$ cat src/rtl/vga_buffer_writer.sv
// -----------------------------------------------------------------------------
// vga_buffer_writer
//
// Write side of a double-buffered VGA frame buffer. Pixels arrive from the PPU
// in raster order over a valid/ready handshake. They are written to the back
// bank with generated row/col addresses. Once a complete frame is written, the
// banks swap, but only while the VGA controller reports it is outside the
// visible area (vga_done).
//
// Ports
//   clk, rst          system clock; asynchronous active-high reset
//   pix_data          colour index from the PPU
//   pix_valid         pix_data is valid this cycle
//   pix_sof           marks pix_data as pixel (0,0) of a frame
//   pix_ready         writer accepts a pixel this cycle (state decode only)
//   vga_done          VGA controller is past the visible region
//   wr_row, wr_col    registered frame buffer write address (zero-extended)
//   wr_data, wr_en    registered write data and one-cycle write strobe
//   wr_bank           bank under write (back bank)
//   rd_bank           bank read by the VGA controller, always ~wr_bank
//   frame_done        one-cycle pulse on bank swap
//   sof_error         one-cycle pulse, aligned with wr_en, on a mid-frame SOF
// -----------------------------------------------------------------------------
module vga_buffer_writer #(
  parameter int H_PIXELS = 256,
  parameter int V_LINES  = 240,
  parameter int DATA_W   = 8
) (
  input  logic              clk,
  input  logic              rst,
  input  logic [DATA_W-1:0] pix_data,
  input  logic              pix_valid,
  input  logic              pix_sof,
  output logic              pix_ready,
  input  logic              vga_done,
  output logic [9:0]        wr_row,
  output logic [9:0]        wr_col,
  output logic [DATA_W-1:0] wr_data,
  output logic              wr_en,
  output logic              wr_bank,
  output logic              rd_bank,
  output logic              frame_done,
  output logic              sof_error
);

  localparam logic [9:0] COL_LAST = 10'(H_PIXELS - 1);
  localparam logic [9:0] ROW_LAST = 10'(V_LINES - 1);

  typedef enum logic [1:0] {
    S_IDLE      = 2'd0,
    S_WRITE     = 2'd1,
    S_WAIT_SWAP = 2'd2
  } state_t;

  state_t              state_reg, state_next;
  logic [9:0]          row_reg, row_next;
  logic [9:0]          col_reg, col_next;
  logic [9:0]          wr_row_reg, wr_row_next;
  logic [9:0]          wr_col_reg, wr_col_next;
  logic [DATA_W-1:0]   wr_data_reg, wr_data_next;
  logic                wr_en_reg, wr_en_next;
  logic                bank_reg, bank_next;
  logic                frame_done_reg, frame_done_next;
  logic                sof_error_reg, sof_error_next;
  logic                accept;

  // Ready depends on state alone so the producer never sees a valid->ready path.
  assign pix_ready = (state_reg != S_WAIT_SWAP);
  assign accept    = pix_valid & pix_ready;

  always_ff @(posedge clk or posedge rst) begin
    if (rst) begin
      state_reg      <= S_IDLE;
      row_reg        <= '0;
      col_reg        <= '0;
      wr_row_reg     <= '0;
      wr_col_reg     <= '0;
      wr_data_reg    <= '0;
      wr_en_reg      <= 1'b0;
      bank_reg       <= 1'b0;
      frame_done_reg <= 1'b0;
      sof_error_reg  <= 1'b0;
    end else begin
      state_reg      <= state_next;
      row_reg        <= row_next;
      col_reg        <= col_next;
      wr_row_reg     <= wr_row_next;
      wr_col_reg     <= wr_col_next;
      wr_data_reg    <= wr_data_next;
      wr_en_reg      <= wr_en_next;
      bank_reg       <= bank_next;
      frame_done_reg <= frame_done_next;
      sof_error_reg  <= sof_error_next;
    end
  end

  always_comb begin
    state_next      = state_reg;
    row_next        = row_reg;
    col_next        = col_reg;
    wr_row_next     = wr_row_reg;
    wr_col_next     = wr_col_reg;
    wr_data_next    = wr_data_reg;
    wr_en_next      = 1'b0;
    bank_next       = bank_reg;
    frame_done_next = 1'b0;
    sof_error_next  = 1'b0;

    case (state_reg)
      S_IDLE: begin
        // Pixels without SOF are discarded until a frame start is seen.
        if (accept && pix_sof) begin
          wr_en_next   = 1'b1;
          wr_row_next  = '0;
          wr_col_next  = '0;
          wr_data_next = pix_data;
          row_next     = '0;
          col_next     = 10'd1;
          state_next   = S_WRITE;
        end
      end

      S_WRITE: begin
        if (accept) begin
          wr_en_next   = 1'b1;
          wr_data_next = pix_data;
          if (pix_sof && ((row_reg != '0) || (col_reg != '0))) begin
            // Resync: restart the frame at (0,0). This wins over completion
            // even when the SOF lands on the last pixel position.
            sof_error_next = 1'b1;
            wr_row_next    = '0;
            wr_col_next    = '0;
            row_next       = '0;
            col_next       = 10'd1;
          end else begin
            wr_row_next = row_reg;
            wr_col_next = col_reg;
            if (col_reg == COL_LAST) begin
              col_next = '0;
              if (row_reg == ROW_LAST) begin
                row_next   = '0;
                state_next = S_WAIT_SWAP;
              end else begin
                row_next = row_reg + 10'd1;
              end
            end else begin
              col_next = col_reg + 10'd1;
            end
          end
        end
      end

      S_WAIT_SWAP: begin
        // vga_done is a level; the swap happens on the first cycle it is seen.
        if (vga_done) begin
          bank_next       = ~bank_reg;
          frame_done_next = 1'b1;
          state_next      = S_IDLE;
        end
      end

      default: begin
        state_next = S_IDLE;
      end
    endcase
  end

  assign wr_row     = wr_row_reg;
  assign wr_col     = wr_col_reg;
  assign wr_data    = wr_data_reg;
  assign wr_en      = wr_en_reg;
  assign wr_bank    = bank_reg;
  assign rd_bank    = ~bank_reg;
  assign frame_done = frame_done_reg;
  assign sof_error  = sof_error_reg;

endmodule

$ cat config.mk
export PLATFORM = sky130hd
export DESIGN_NAME = vga_buffer_writer
export DESIGN_NICKNAME = d
export VERILOG_FILES = /design/src/rtl/vga_buffer_writer.sv
export SDC_FILE = /design/constraint.sdc
export NUM_CORES = 1
export LEC_CHECK = 0
export ABC_AREA = 1
export CORE_ASPECT_RATIO = 0.8
export CORE_UTILIZATION = 55
export CTS_BUF_LIST = sky130_fd_sc_hd__clkbuf_8 sky130_fd_sc_hd__clkbuf_16
export CTS_CLUSTER_DIAMETER = 40
export DETAILED_ROUTE_END_ITERATION = 10
export PLACE_DENSITY = 0.79
export SLEW_MARGIN = 0
export SYNTH_ARGS = -nofsm -noshare
export SYNTH_HDL_FRONTEND = slang
export SYNTH_SLANG_ARGS = --single-unit
$ cat constraint.sdc
create_clock -name clk -period 4.2 [get_ports clk]
set_input_delay 0.84 -clock clk [delete_from_list [all_inputs] [get_ports clk]]
set_output_delay 0.84 -clock clk [all_outputs]
set_load 0.02 [all_outputs]
==> flow_summary_export.csv, run 1 <==
group,metric,value,unit
power_and_ir_drop,vdd_drop_max,0.303,mV
logic_synthesis,netlist.area_leader.share,0.489,
sta,period_needed,2.82,ns
drt,wirelength,5720,µm
sta,maxSlewHeadroom,0.278,
final_layout,layout.nets,409,
flow_run,max-cap-violations,0,
power_and_ir_drop,powerDensity,458,nW/µm²
global_routing,grt_pass1_wl,9670,µm
sta,rsz0062_at_grt,"false",
final_layout,drive_gt1_frac,0.0636,
sta,drv_slew,0,
drt,route.detailed.drc,0,
logic_synthesis,ys_types,30,
logic_synthesis,synthesis.area,2770,µm²
placement,hpwl,3910,µm
cts,cts_tree,"done",
logic_synthesis,synthArstFlopShare,1.00,
logic_synthesis,synth_flop_cell,"dfrtp_1",
drt,detail-route-antenna-nets,0,
drt,drtPass1Iterations,4,
sta,tns,0,ns
cts,numCtsBuffers,5,
logic_synthesis,synth_fp_nets,372,
logic_synthesis,syn-instance-count,355,
power_and_ir_drop,p_leak,1.64,nW
cts,cts_htree_levels,2,
logic_synthesis,avgSynthCellArea,7.79,µm²
cts,cts-hold-fix-buffers,0,
global_routing,grt_max_degree,55,
floorplan,core_area,4710,µm²
global_routing,grt_overflow_total,0,
drt,drtIter0Drc,147,
final_layout,n_antenna_cell,0,
global_routing,grt_pass1_vias,2197,
sta,tightest_slew,1.08,ns
cts,clock_latency,0.31,ns
cts,cts_sinks,54,
cts,ctsResizeCount,0,
critical_path,worst_ep_arrival_time,3.08,ns
logic_synthesis,synth_most_common_cell,"nand2_1",
logic_synthesis,ys_warn_count,0,
sta,fin_worst_skew,0.0105,ns
logic_synthesis,synth-seq-cells,54,
cts,cts_buffer_depth,2,
logic_synthesis,ys_seq_area_frac,0.489,
logic_synthesis,netlist_top_cells_area,"dfrtp_1, nand2_1, nor2_1, inv_1, nand3_1",
sta,timing.fmax,0.354,GHz
floorplan,start_util,0.587,
critical_path,critPathKind,"in -> reg",
hold_path,hold_class,"reg -> reg",
global_routing,grt_usage,0.239,
floorplan,ios,47,
run_status,status,"complete, no violations",
final_layout,area_growth,18.6,%
floorplan,std_cell_rows,22,
cts,cts.root.buffer_cell,"clkbuf_8",
placement,gp_congestion,0.834,
drt,wl_per_cell,12.6,µm
logic_synthesis,synth_edf_count,0,
critical_path,cp_data_required_time,4.45,ns
drt,routed_via_density,5.12,
floorplan,dieHeight,65.4,µm
sta,setup_violations,0,
critical_path,startpoint_type,"primary input",
final_layout,fin_util,0.697,
drt,vias,2321,
sta,finalCritPeriodShare,0.673,
cts,post-cts-setup-buffer-count,0,
logic_synthesis,synth_common_cells,"nand2_1, dfrtp_1, nor2_1, inv_1, nand3_1",
placement,io_buffers,46,
floorplan,die_area,5320,µm²
logic_synthesis,yosysTopAreaCell,"dfrtp_1",
floorplan,die_w,81.3,µm
critical_path,worstPathMaxFanout,31,
global_routing,antenna_found_initial,0,
sta,finalHoldViolCount,0,
critical_path,worstSetupEndpointType,"register",
cts,path_clk_slew,0.10,ns
==> cells by family (layout without fill, tap and decap cells) <==
family / after synthesis / count (layout) / share of synthesized area
flip-flops: 54 / 54 / 0.489
AND/OR/NAND/NOR: 218 / 218 / 0.331
AO/OA/AOI/OAI: 20 / 20 / 0.0425
adder cells (fa/ha/maj): 4 / 4 / 0.0181
XOR/XNOR: 10 / 10 / 0.0317
buffers and inverters: 49 / 87 / 0.0878
==> final cells by class <==
class | instances | area (µm²)
Tap cell | 60 | 75.1
Clock buffer | 6 | 82.6
Clock inverter | 2 | 16.3
Multi-Input combinational cell | 252 | 1170
Inverter | 33 | 124
Sequential cell | 54 | 1350
Fill cell | 394 | 1430
Timing Repair Buffer | 46 | 460
==> stage by stage <==
| step | hold WS (ns) | area, µm² | total power, mW | worst slack [ns] | instances |
|---|---|---|---|---|---|
| global placement | 0.456 | 3180 | 1.19 | 1.11 | 445 |
| finish | 0.483 | 3280 | 1.50 | 1.38 | 453 |
| CTS | 0.484 | 3280 | 1.51 | 1.36 | 453 |
| floorplan | 0.481 | 2770 | 1.04 | 2.05 | 355 |
| detailed placement | 0.459 | 3180 | 1.20 | 1.05 | 445 |
| global route | 0.507 | 3280 | 1.60 | 1.15 | 453 |
==> layout by cell type (no fill, tap or decap) <==
| master | netlist | final |
|---|---|---|
| nand2_1 | 149 | 149 |
| dfrtp_1 | 54 | 54 |
| clkdlybuf4s50_1 | 0 | 46 |
| nor2_1 | 35 | 35 |
| inv_1 | 29 | 28 |
| nand3_1 | 17 | 17 |
| xor2_1 | 9 | 9 |
| o21ai_1 | 8 | 8 |
| o21ai_0 | 6 | 6 |
| clkbuf_8 | 0 | 6 |
| nand4_1 | 5 | 5 |
| inv_2 | 3 | 4 |
| ha_1 | 4 | 4 |
| nand2_4 | 3 | 3 |
| nor2_4 | 2 | 2 |
| nand3_2 | 2 | 2 |
| a21oi_2 | 2 | 2 |
| o21ai_2 | 1 | 1 |
| clkinv_1 | 1 | 1 |
| nor2_2 | 1 | 1 |
| nand3b_1 | 1 | 1 |
| nor3b_1 | 1 | 1 |
| nand2_2 | 1 | 1 |
| o31ai_1 | 1 | 1 |
| a31o_2 | 1 | 1 |
| xnor2_1 | 1 | 1 |
| a21oi_1 | 1 | 1 |
| nor3_1 | 1 | 1 |
| inv_6 | 0 | 1 |
| clkinvlp_4 | 0 | 1 |
==> final timing paths <==
| check | slack (ns) | endpoint | cells past startpoint | from |
|---|---|---|---|---|
| setup reg to reg | 1.83 | wr_row[1]$_DFFE_PP0P_ | 6 | state_reg[0]$_DFFE_PP0P_ |
| setup / recovery | 1.38 | row_reg[3]$_DFFE_PP0P_ | 7 | pix_sof |
| hold / removal | 0.48 | wr_col[2]$_DFFE_PP0P_ | 2 | wr_col[2]$_DFFE_PP0P_ |
| max in group asynchronous | 2.43 | wr_col[2]$_DFFE_PP0P_ | 2 | rst |
| min in group asynchronous | 1.12 | col_reg[4]$_DFFE_PP0P_ | 2 | rst |
| hold reg to reg | 0.48 | wr_col[2]$_DFFE_PP0P_ | 2 | wr_col[2]$_DFFE_PP0P_ |
==> critical path, stage by stage <==
cell and delay [ns]:
clkdlybuf4s50_1 0.61, o21ai_2 0.14, nor2_4 0.42, inv_2 0.36, a21oi_2 0.51, nand2_1 0.11
nand2_1 0.08
==> where the power goes <==
| group | total [mW] | switching [mW] | internal, mW |
|---|---|---|---|
| combinational | 0.528 | 0.332 | 0.196 |
| clock | 0.311 | 0.175 | 0.136 |
| sequential | 0.665 | 0.0679 | 0.597 |
| total | 1.50 | 0.574 | 0.929 |
==> per-layer routing <==
metal | up-vias | track usage | wire length [µm]
li1 | 1159 | - | -
met1 | 1098 | 0.319 | 2720
met2 | 59 | 0.393 | 2680
met3 | 5 | 0.0417 | 276
met4 | 0 | 0.0781 | 45
met5 | - | 0 | 0
No activity file was read; power rests on OpenSTA's default activity.
==> inputs of run 2 (changes only) <==
- CORE_UTILIZATION: 55 -> 53
- PLACE_DENSITY: 0.79 -> 0.77
- clock period: 4.2 -> 2.8 ns (I/O delays scaled with it)
==> flow_summary_export.csv, run 2 (same netlist as run 1, synthesis figures left out) <==
group,metric,value,unit
run_status,status,"complete, no violations",
power_and_ir_drop,p_switching,879,µW
global_routing,grt_pass1_wl,9470,µm
sta,setup_violations,0,
final_layout,fin_util,0.663,
cts,path_clk_slew,0.10,ns
global_routing,grt_overflow_total,0,
placement,gp_congestion,0.865,
sta,whs,0.478,ns
drt,route.detailed.drc,0,
sta,maxSlewHeadroom,0.616,
cts,ctsResizeCount,0,
critical_path,cp_data_required_time,2.24,ns
sta,fin_worst_skew,0.00398,ns
power_and_ir_drop,combPwrFrac,0.364,
critical_path,critPathBufInv,2,
sta,finalHoldViolCount,0,
final_layout,area_growth,20.0,%
floorplan,die_w,82.8,µm
floorplan,die_area,5510,µm²
drt,drtIter0Drc,158,
power_and_ir_drop,clkPwrFrac,0.194,
critical_path,slowest_stage,"clkdlybuf4s50_1",
floorplan,start_util,0.552,
sta,fin_ws,0.668,ns
floorplan,dieHeight,66.6,µm
drt,routed_via_density,4.98,
cts,cts_sinks,54,
final_layout,n_antenna_cell,0,
power_and_ir_drop,p_leak,1.66,nW
sta,tightest_slew,0.575,ns
hold_path,holdCritStartpoint,"wr_data[5]$_DFFE_PP0P_",
critical_path,startpoint_type,"register",
critical_path,cp-startpoint,"state_reg[0]$_DFFE_PP0P_",
cts,cts_buffer_depth,2,
critical_path,r2r-start,"row_reg[0]$_DFFE_PP0P_",
floorplan,core_area,5010,µm²
flow_run,max-cap-violations,0,
critical_path,worstPathMaxFanout,4,
placement,dp_cells,453,
sta,finalCritPeriodShare,0.762,
placement,pre_cts_ws,0.603,ns
drt,wl_per_cell,12.4,µm
power_and_ir_drop,p_seq_frac,0.441,
sta,period_needed,2.13,ns
final_layout,drive_gt1_frac,0.0777,
critical_path,slowest_delay,0.62,ns
critical_path,critPathKind,"reg -> out",
critical_path,worst_ep_arrival_time,1.57,ns
cts,cts-hold-fix-buffers,0,
floorplan,std_cell_rows,23,
hold_path,hold_class,"reg -> reg",
global_routing,grt_max_degree,29,
sta,tns,0,ns
cts,post-cts-setup-buffer-count,0,
drt,vias,2296,
critical_path,worstSetupEndpointType,"primary output",
drt,wirelength,5720,µm
placement,io_buffers,46,
global_routing,grt_usage,0.235,
cts,cts_htree_levels,2,
cts,clock_latency,0.31,ns
power_and_ir_drop,powerDensity,683,nW/µm²
final_layout,layout_common_cells,"nand2_1, dfrtp_1, clkdlybuf4s50_1, nor2_1, inv_1",
drt,drtPass1Iterations,4,
critical_path,critical_path.top_delay_family,"buffers and inverters",
final_layout,stdcell_count,461,
cts,cts_tree,"done",
cts,cts.root.buffer_cell,"clkbuf_8",
sta,drv_slew,0,
final_layout,layout.nets,415,
global_routing,grt_pass1_vias,2092,
drt,detail-route-antenna-nets,0,
final_layout,fillers,440,
placement,hpwl,4130,µm
power_and_ir_drop,switching_share,0.388,
sta,timing.fmax,0.469,GHz
power_and_ir_drop,vdd_drop_max,0.467,mV
global_routing,antenna_found_initial,0,
critical_path,crit_chain,"inv_1, nand2_1, clkdlybuf4s50_1",
power_and_ir_drop,p_int,1.39,mW
cts,numCtsBuffers,5,
sta,rsz0062_at_grt,"false",
floorplan,ios,47,
final_layout,layout_commonest_cell,"nand2_1",
-- run 2: tightest hold or removal path, stage by stage, from the launching register on --
cell     delay (ns)
dfrtp_1        0.35
nand2_1        0.05
nand2_1        0.04
-- run 2: routing by layer --
metal	global-route usage	vias up	wire length, µm
li1	-	1177	-
met1	0.319	1056	2810
met2	0.358	56	2580
met3	0.0589	7	236
met4	0.0927	0	97
met5	0	-	0
-- run 2: final cells by class --
type | instances | area, µm² | share of cell area
timing repair buffer | 52 | 505 | 0.152
sequential | 54 | 1350 | 0.407
tap | 62 | 77.6 | 0.0234
multi-input combinational | 252 | 1170 | 0.353
clock inverter | 3 | 21.3 | 0.00641
inverter | 33 | 124 | 0.0373
clock buffer | 5 | 68.8 | 0.0207
-- run 2: power by group through the flow --
stage | clock (mW) | sequential (mW) | combinational, mW
3_5_place_dp | 0 | 1.02 | 0.828
3_3_place_gp | 0 | 1.01 | 0.809
4_1_cts | 0.456 | 1.00 | 0.830
5_1_grt | 0.488 | 1.02 | 0.917
2_1_floorplan | 0 | 1.08 | 0.479
6_report | 0.440 | 1.00 | 0.827
-- run 2: worst paths after layout --
kind                       depth (start not counted)                     end  slack, ns
min in group asynchronous                          2  wr_data[6]$_DFFE_PP0P_       0.61
max reg2reg                                       11  row_reg[7]$_DFFE_PP0P_       0.75
max                                                3               pix_ready       0.67
min reg2reg                                        2  wr_data[5]$_DFFE_PP0P_       0.48
max in group asynchronous                          3  row_reg[5]$_DFFE_PP0P_       1.57
min                                                2  wr_data[5]$_DFFE_PP0P_       0.48
-- run 2: per-stage QoR --
| step | instance area (µm²) | power (mW) |
|---|---|---|
| after floorplan | 2770 | 1.56 |
| final | 3320 | 2.27 |
| after global routing | 3320 | 2.42 |
| after detailed placement | 3230 | 1.84 |
| after global placement | 3230 | 1.82 |
| after CTS | 3320 | 2.29 |
==> inputs of run 3 (changes only) <==
- clock period: 2.8 -> 2.1 ns (I/O delays scaled with it)
==> flow_summary_export.csv, run 3 (same netlist as run 1, synthesis figures left out) <==
group,metric,value,unit
sta,rsz0062_at_grt,"false",
cts,cts_tree,"done",
placement,gp_congestion,0.892,
global_routing,antenna_found_initial,0,
floorplan,die_area,5510,µm²
drt,drtPass1Iterations,4,
global_routing,grt_pass1_vias,2056,
placement,hpwl,3950,µm
cts,numCtsBuffers,5,
sta,fin_worst_skew,0.0118,ns
sta,setup_violations,0,
drt,vias,2283,
floorplan,core_area,5010,µm²
cts,ctsResizeCount,0,
cts,cts-hold-fix-buffers,0,
final_layout,layout_common_cells,"nand2_1, dfrtp_1, clkdlybuf4s50_1, nor2_1, inv_1",
global_routing,grt_usage,0.233,
critical_path,worstReg2RegEnd,"row_reg[8]$_DFFE_PP0P_",
floorplan,die_w,82.8,µm
sta,fin_ws,0.128,ns
placement,io_buffers,46,
critical_path,critPathKind,"reg -> out",
placement,pre_cts_ws,0.143,ns
final_layout,drive_gt1_frac,0.0825,
sta,maxSlewHeadroom,0.704,
critical_path,startpoint_type,"register",
hold_path,hold_class,"in -> async",
final_layout,layout.nets,416,
global_routing,grt_pass1_wl,9490,µm
critical_path,worstPathMaxFanout,4,
final_layout,design_area,3370,µm²
critical_path,r2r-start,"row_reg[0]$_DFFE_PP0P_",
sta,tns,0,ns
final_layout,n_antenna_cell,0,
sta,drv_slew,0,
drt,drtIter0Drc,106,
cts,cts_htree_levels,2,
global_routing,grt_overflow_total,0,
floorplan,ios,47,
flow_run,max-cap-violations,0,
critical_path,worstSetupEndpointType,"primary output",
cts,post-cts-setup-buffer-count,0,
cts,cts_buffer_depth,2,
global_routing,grt_max_degree,40,
placement,placed_cell_area,3250,µm²
floorplan,dieHeight,66.6,µm
sta,whs,0.392,ns
cts,path_clk_slew,0.10,ns
drt,detail-route-antenna-nets,0,
critical_path,worst_ep_arrival_time,1.55,ns
critical_path,rr_worst_depth,12,
floorplan,std_cell_rows,23,
final_layout,area_growth,21.8,%
final_layout,layout_commonest_cell,"nand2_1",
drt,wl_per_cell,12.2,µm
floorplan,start_util,0.552,
drt,route.detailed.drc,0,
sta,finalHoldViolCount,0,
power_and_ir_drop,powerDensity,929,nW/µm²
sta,timing.fmax,0.507,GHz
cts,cts_sinks,54,
sta,finalCritPeriodShare,0.939,
drt,wirelength,5630,µm
drt,routed_via_density,4.94,
power_and_ir_drop,vdd_drop_max,0.651,mV
sta,period_needed,1.97,ns
critical_path,reg2reg_setup_slack,0.23,ns
cts,cts.root.buffer_cell,"clkbuf_8",
run_status,status,"complete, no violations",
critical_path,cp_data_required_time,1.68,ns
cts,clock_latency,0.31,ns
sta,tightest_slew,0.443,ns
power_and_ir_drop,p_leak,1.69,nW
-- run 3: metal layers --
layer,GRT usage,wire length [µm],vias up
met5,0,0,-
met4,0.0711,67,0
met3,0.0466,281,7
met2,0.338,2370,59
met1,0.348,2910,1038
li1,-,-,1179
-- run 3: how the worst max path moves through the flow --
stage / start / endpoint / slack (ns) / cells past startpoint
floorplan: rst / col_reg[0]$_DFFE_PP0P_ / 0.37 / 1
global placement: pix_sof / col_reg[7]$_DFFE_PP0P_ / 0.20 / 5
detailed placement: pix_valid / col_reg[7]$_DFFE_PP0P_ / 0.14 / 6
CTS: row_reg[0]$_DFFE_PP0P_ / row_reg[3]$_DFFE_PP0P_ / 0.10 / 11
global route: state_reg[0]$_DFFE_PP0P_ / pix_ready / 0.02 / 3
finish: state_reg[0]$_DFFE_PP0P_ / pix_ready / 0.13 / 3
-- run 3: final cells by class --
| type | instances | area, µm² |
|---|---|---|
| Inverter | 33 | 124 |
| Fill cell | 449 | 1640 |
| Clock buffer | 5 | 68.8 |
| Multi-Input combinational cell | 252 | 1180 |
| Timing Repair Buffer | 53 | 526 |
| Sequential cell | 54 | 1350 |
| Tap cell | 62 | 77.6 |
| Clock inverter | 3 | 40.0 |
-- run 3: through the flow --
step / total power [mW] / utilization / cells
after floorplan: 2.08 / - / 355
after global placement: 2.43 / 0.649 / 454
after detailed placement: 2.45 / 0.649 / 454
after CTS: 3.14 / 0.671 / 462
after global routing: 3.33 / 0.673 / 462
final: 3.13 / 0.673 / 462
-- run 3: power breakdown --
group          total (mW)  internal (mW)  leakage [nW]  switching [mW]
sequential           1.33           1.19         0.724           0.137
combinational        1.12          0.433         0.907           0.686
clock               0.679          0.351        0.0579           0.328
-- run 3: critical path: stages (launching register included) --
cell,delay (ns)
dfrtp_1,0.42
inv_1,0.11
nand2_1,0.10
clkdlybuf4s50_1,0.61
